**config.mk**
```make
export PLATFORM = sky130hd
export DESIGN_NAME = yc_sep_sequencer
export DESIGN_NICKNAME = d
export VERILOG_FILES = /design/src/rtl/yc_pkg.sv /design/src/rtl/sync_run_detector.sv /design/src/rtl/yc_sep_sequencer.sv
export SDC_FILE = /design/constraint.sdc
export NUM_CORES = 1
export LEC_CHECK = 0
export CAP_MARGIN = 20
export CORE_ASPECT_RATIO = 0.75
export CORE_MARGIN = 2
export CORE_UTILIZATION = 50
export DETAILED_ROUTE_END_ITERATION = 16
export PLACE_DENSITY = 0.79
export SKIP_CTS_REPAIR_TIMING = 1
export SYNTH_ARGS = -nofsm -noshare
export SYNTH_HDL_FRONTEND = slang
export SYNTH_SLANG_ARGS = --single-unit
```
**constraint.sdc**
```tcl
create_clock -name clk -period 3.6 [get_ports clk]
set_input_delay 1.08 -clock clk [delete_from_list [all_inputs] [get_ports clk]]
set_output_delay 1.08 -clock clk [all_outputs]
set_load 0.02 [all_outputs]
```
**src/rtl/yc_pkg.sv**
```systemverilog
// Shared types and defaults for the Y/C separator line sequencer.
// The state encoding is visible to anything that needs to observe the sequencer.
package yc_pkg;

  typedef enum logic [2:0] {
    SEARCH   = 3'd0,
    SYNC_TIP = 3'd1,
    PORCH    = 3'd2,
    FILL     = 3'd3,
    ACTIVE   = 3'd4
  } yc_state_t;

  localparam int YC_DATA_WIDTH  = 12;
  localparam int YC_WINDOW_SIZE = 32;
  localparam int YC_SYNC_MIN    = 64;
  localparam int YC_PORCH_W     = 10;
  localparam int YC_ACTIVE_W    = 11;

endpackage

```
**src/rtl/sync_run_detector.sv**
```systemverilog
// Counts consecutive composite samples below the sync-tip level, saturating at SYNC_MIN.
// hit is combinational so the sequencer can act in the cycle the run completes.
module sync_run_detector
  import yc_pkg::*;
#(
  parameter int DATA_WIDTH = YC_DATA_WIDTH,
  parameter int SYNC_MIN   = YC_SYNC_MIN
) (
  input  logic                         clk,
  input  logic                         rst_n,
  input  logic                         clr,
  input  logic signed [DATA_WIDTH-1:0] data_in,
  input  logic signed [DATA_WIDTH-1:0] sync_thresh,
  output logic                         below,
  output logic                         hit
);

  localparam int               RUN_W   = $clog2(SYNC_MIN + 1);
  localparam logic [RUN_W-1:0] RUN_MAX = RUN_W'(SYNC_MIN);

  logic [RUN_W-1:0] run_cnt;
  logic [RUN_W-1:0] run_nxt;

  function automatic logic [RUN_W-1:0] sat_run(input logic [RUN_W-1:0] v);
    return (v >= RUN_MAX) ? RUN_MAX : v + 1'b1;
  endfunction

  always_comb begin
    below   = (data_in < sync_thresh);
    run_nxt = below ? sat_run(run_cnt) : '0;
    hit     = (run_nxt == RUN_MAX);
  end

  always_ff @(posedge clk) begin
    if (!rst_n || clr) begin
      run_cnt <= '0;
    end else begin
      run_cnt <= run_nxt;
    end
  end

endmodule

```
**src/rtl/yc_sep_sequencer.sv**
```systemverilog
// Line sequencer for a Y/C separator: finds sync tips, skips porch and filter fill,
// then qualifies luma/chroma as active video for a programmed number of samples.
module yc_sep_sequencer
  import yc_pkg::*;
#(
  parameter int DATA_WIDTH  = YC_DATA_WIDTH,
  parameter int WINDOW_SIZE = YC_WINDOW_SIZE,
  parameter int SEP_LAT     = 17,
  parameter int SYNC_MIN    = YC_SYNC_MIN,
  parameter int MAX_LINE    = 2047
) (
  input  logic                         clk,
  input  logic                         rst_n,
  input  logic signed [DATA_WIDTH-1:0] data_in,
  input  logic signed [DATA_WIDTH-1:0] luma_in,
  input  logic signed [DATA_WIDTH-1:0] chroma_in,
  input  logic signed [DATA_WIDTH-1:0] sync_thresh,
  input  logic [9:0]                   porch_len,
  input  logic [10:0]                  active_len,
  output logic signed [DATA_WIDTH-1:0] luma_out,
  output logic signed [DATA_WIDTH-1:0] chroma_out,
  output logic                         out_valid,
  output logic                         line_start,
  output logic                         line_trunc,
  output logic                         sync_lost
);

  // The fill wait covers the whole averaging window plus separator latency, so
  // nothing sampled before the porch ended can reach a qualified output.
  localparam int FILL_LEN = WINDOW_SIZE + SEP_LAT;
  localparam int FILL_W   = $clog2(FILL_LEN + 1);
  localparam int CNT_W    = (FILL_W > YC_ACTIVE_W) ? FILL_W : YC_ACTIVE_W;
  localparam int LINE_W   = $clog2(MAX_LINE + 2);

  localparam logic [CNT_W-1:0]  FILL_LAST = CNT_W'(FILL_LEN - 1);
  localparam logic [LINE_W-1:0] LINE_MAX  = LINE_W'(MAX_LINE);
  localparam logic [LINE_W-1:0] LINE_SAT  = LINE_W'(MAX_LINE + 1);

  yc_state_t state;
  yc_state_t state_nxt;

  logic [CNT_W-1:0]       samp_cnt;
  logic [LINE_W-1:0]      line_cnt;
  logic [YC_PORCH_W-1:0]  porch_q;
  logic [YC_ACTIVE_W-1:0] active_q;
  logic [CNT_W-1:0]       porch_last;
  logic [CNT_W-1:0]       active_last;

  logic below;
  logic hit;
  logic wdog;
  logic line_edge;

  logic ls_nxt;
  logic lt_nxt;
  logic sl_nxt;
  logic vld_nxt;

  logic signed [DATA_WIDTH-1:0] luma_p1;
  logic signed [DATA_WIDTH-1:0] chroma_p1;
  logic                         vld_p1;
  logic                         ls_p1;
  logic                         lt_p1;
  logic                         sl_p1;

  function automatic logic [CNT_W-1:0] sat_cnt(input logic [CNT_W-1:0] v);
    return (&v) ? v : v + 1'b1;
  endfunction

  function automatic logic [LINE_W-1:0] sat_line(input logic [LINE_W-1:0] v);
    return (v >= LINE_SAT) ? LINE_SAT : v + 1'b1;
  endfunction

  sync_run_detector #(
    .DATA_WIDTH (DATA_WIDTH),
    .SYNC_MIN   (SYNC_MIN)
  ) u_run (
    .clk         (clk),
    .rst_n       (rst_n),
    .clr         (wdog),
    .data_in     (data_in),
    .sync_thresh (sync_thresh),
    .below       (below),
    .hit         (hit)
  );

  assign porch_last  = CNT_W'(porch_q) - 1'b1;
  assign active_last = CNT_W'(active_q) - 1'b1;
  assign wdog        = (state != SEARCH) && (line_cnt > LINE_MAX);
  assign line_edge   = (state == SYNC_TIP) && !below;

  always_ff @(posedge clk) begin
    if (!rst_n) begin
      state <= SEARCH;
    end else begin
      state <= state_nxt;
    end
  end

  // The watchdog overrides every other transition, including a truncating sync.
  always_comb begin
    state_nxt = state;
    unique case (state)
      SEARCH: begin
        if (hit) state_nxt = SYNC_TIP;
      end
      SYNC_TIP: begin
        if (!below) state_nxt = (porch_len == '0) ? FILL : PORCH;
      end
      PORCH: begin
        if (samp_cnt == porch_last) state_nxt = FILL;
      end
      FILL: begin
        if (samp_cnt == FILL_LAST) state_nxt = (active_q == '0) ? SEARCH : ACTIVE;
      end
      ACTIVE: begin
        if (hit) begin
          state_nxt = SYNC_TIP;
        end else if (samp_cnt == active_last) begin
          state_nxt = SEARCH;
        end
      end
      default: state_nxt = SEARCH;
    endcase
    if (wdog) state_nxt = SEARCH;
  end

  always_comb begin
    ls_nxt  = line_edge && !wdog;
    lt_nxt  = (state == ACTIVE) && hit && !wdog;
    sl_nxt  = wdog;
    vld_nxt = (state == ACTIVE) && !wdog;
  end

  // Sample counter restarts on every state change; line counter runs from the sync edge.
  always_ff @(posedge clk) begin
    if (!rst_n || wdog) begin
      samp_cnt <= '0;
      line_cnt <= '0;
    end else begin
      samp_cnt <= (state_nxt != state) ? '0 : sat_cnt(samp_cnt);
      if ((state == SEARCH) || line_edge) begin
        line_cnt <= '0;
      end else begin
        line_cnt <= sat_line(line_cnt);
      end
    end
  end

  always_ff @(posedge clk) begin
    if (!rst_n) begin
      porch_q  <= '0;
      active_q <= '0;
    end else if (line_edge && !wdog) begin
      porch_q  <= porch_len;
      active_q <= active_len;
    end
  end

  // Stage p1: registered outputs, one clock behind the separator samples.
  always_ff @(posedge clk) begin
    if (!rst_n) begin
      luma_p1   <= '0;
      chroma_p1 <= '0;
      vld_p1    <= 1'b0;
      ls_p1     <= 1'b0;
      lt_p1     <= 1'b0;
      sl_p1     <= 1'b0;
    end else begin
      luma_p1   <= luma_in;
      chroma_p1 <= chroma_in;
      vld_p1    <= vld_nxt;
      ls_p1     <= ls_nxt;
      lt_p1     <= lt_nxt;
      sl_p1     <= sl_nxt;
    end
  end

  assign luma_out   = luma_p1;
  assign chroma_out = chroma_p1;
  assign out_valid  = vld_p1;
  assign line_start = ls_p1;
  assign line_trunc = lt_p1;
  assign sync_lost  = sl_p1;

endmodule
```
==> impl_results.md <==
* Status: completed
* Library cells used by synthesis at 60
* Post-Layout Cell Count at 694
* Nets at 671
* Layout Area Growth over Synthesis at 32.0%
* Setup Skew at 0.00710 ns
* CTS clk-pin slew, worst paths at 0.06 ns
* Die area at 0.00928 mm^2
* Area share of the largest cell type after synthesis at 38.6%
* Syn Nets at 580
* Register area share after synthesis at 38.6%
* Syn avg cell area at 8.69 um^2
* Post-synthesis register bit count at 82
* Clock latency on the worst-skew pair at 0.33 ns
* Final WS setup at 0.203 ns
* Port bufs at 98
* Post-synth top cells: 82 x dfxtp_1, 64 x nor2_1, 30 x inv_1
* Worst EP arrival at 3.64 ns
* Max-slew violation count at 0
* Relative slew margins at 50.1%
* DP Cell Count at 678
* Final hold slack at 0.481 ns
* Cell area after synthesis at 0.00426 mm^2
* Post-layout util at 67.4%
* Mapped Cells at 490
* Initial core utilization at 51.0%
* Fin crit share at 94.4%
* CTS buffer count at 9
* Ports at 99
* Startpoint Class: primary input
* Ant. Diodes at 0
* Gr ovfl total at 0
* Placed instance area at 0.00532 mm^2
* Finish-stage setup viols at 0
* DR WL/cell at 14.4 um
* CP Capture Type: flop
* EDFF count, synth at 0
* Initial antenna violation count at 0
* Via density at 5.42
* Most frequent cell after synthesis: dfxtp_1
* Clock buffer depth at 2
* Critical path class: primary input to flop
* Post-detail-place hpwl at 7500 um
* Power density over the cells at 393 mW/mm^2
* Final GP Congestion at 0.918
* Post-route ant nets at 0
* CTS tree: done
* First-pass DRT Iterations at 6
* Drt drc at 0
* Design Area, Final at 0.00562 mm^2
* Async SR Flop Fraction at 0%
* Fillers at 683
* Most used DFF post-synth: dfxtp_1
* First DRT Iteration DRCs at 248
* CTS H-tree depth at 3
* Slew @ Worst Pin at 0.748 ns
* First-pass GRT wire length at 16,900 um
* Vias in the first global route at 3,594
* Critical path data required time at 3.84 ns
* Largest cells by area after synthesis: dfxtp_1 39%, nor2_1 5.6%, ha_1 5.6%, mux2i_1 4.9%, xnor2_1 4.7%
* Tmin final at 3.40 ns
* Clock root buffer: clkbuf_16
* Crit Path Max Fanout at 11
* Cell taking the most area after synthesis: dfxtp_1
* Leak at 2.18 nW
* VDD IR max at 282 uV
* Worst slack, placed at -0.191 ns
* RSZ-0062 raised after global routing: no
* Yosys warnings at 0
* Total Power at 2.21 mW
* Chip height at 83.9 um
* DR vias at 3,763
* Final Hold Vio Count at 0
* Fmax at 294 MHz
* Largest net degree at the start of global routing at 28
* Setup TNS at 0 ns
* FP Rows at 29
* Total GRT Usage at 21.9%
* CTS Sinks at 82
* WL final at 10000 um
* Core area at 0.00835 mm^2
* DIE WIDTH at 111 um
* Max Cap Viol at 0
* Share of cells above drive strength 1 at 6.83%
* Hold WC Path Type: flop to flop
[cell usage in the layout, fill, tap and decap left out, types with 10 or more instances in the layout]
cell type / n
xnor2_1: 23
inv_1: 30
nor3_1: 22
mux2i_1: 21
and3_1: 11
buf_4: 10
ha_1: 19
clkdlybuf4s50_1: 98
xor2_1: 20
nand3_1: 18
a21oi_1: 10
and2_1: 27
nand2_1: 20
nor2_1: 64
dfxtp_1: 82
[report_power, final]
part	internal, mW	switching (mW)
Clock	0.489	0.411
Combinational	0.180	0.126
Sequential	0.942	0.0603
[metal layers]
metal / up-vias / routed length (um) / global-route usage [%]
met5: - / 0 / 0
met4: 0 / 110 / 4.32
met3: 13 / 744 / 5.45
met2: 143 / 4600 / 36.1
met1: 1740 / 4540 / 29.2
li1: 1867 / - / -
[worst max-delay path, stage by stage]
cell and delay, ns:
clkdlybuf4s50_1 0.46, inv_1 0.04, ha_1 0.28, nor3b_1 0.25, o22ai_1 0.14, a2111oi_2 0.39, buf_4 0.18, a21oi_2 0.07
nor3_1 0.22, a31oi_1 0.07, buf_4 0.19, nor4_1 0.26
[registers in the layout (all words and copies together), names as in the netlist, 3 cells and up]
| name | count |
|---|---|
| luma_out | 12 |
| porch_q | 10 |
| u_run.run_cnt | 7 |
| line_cnt | 12 |
| samp_cnt | 11 |
| chroma_out | 12 |
| active_q | 11 |
| state | 3 |
[worst paths after layout]
path	from	end	slack [ns]	depth (start not counted)
worst max register to register	porch_q[0]	samp_cnt[0]	0.90	10
worst min register to register	line_cnt[0]	line_cnt[0]	0.48	1
worst max-delay path	sync_thresh[11]	samp_cnt[2]	0.20	12
worst min-delay path	line_cnt[0]	line_cnt[0]	0.48	1
[cell type report]
type                       count  area [um^2]  share of cell area [%]
sequential                    82         1640                    29.2
tap                          108          135                    2.40
clock buffer                   9          225                    4.01
timing repair buffer         109         1080                    19.1
inverter                      30          113                    2.00
multi-input combinational    349         2360                    42.0
clock inverter                 7         68.8                    1.22
[logic make-up (layout without fill, tap and decap cells)]
family / Yosys count / count (layout) / synth area share (%)
AND/OR/NAND/NOR: 215 / 215 / 26.7
multiplexers: 22 / 22 / 5.20
AO/OA/AOI/OAI: 50 / 50 / 8.96
XOR/XNOR: 43 / 43 / 8.85
buffers and inverters: 59 / 155 / 6.11
adder cells (fa/ha/maj): 19 / 19 / 5.58
flip-flops: 82 / 82 / 38.6
No activity file was read; power rests on OpenSTA's default activity.
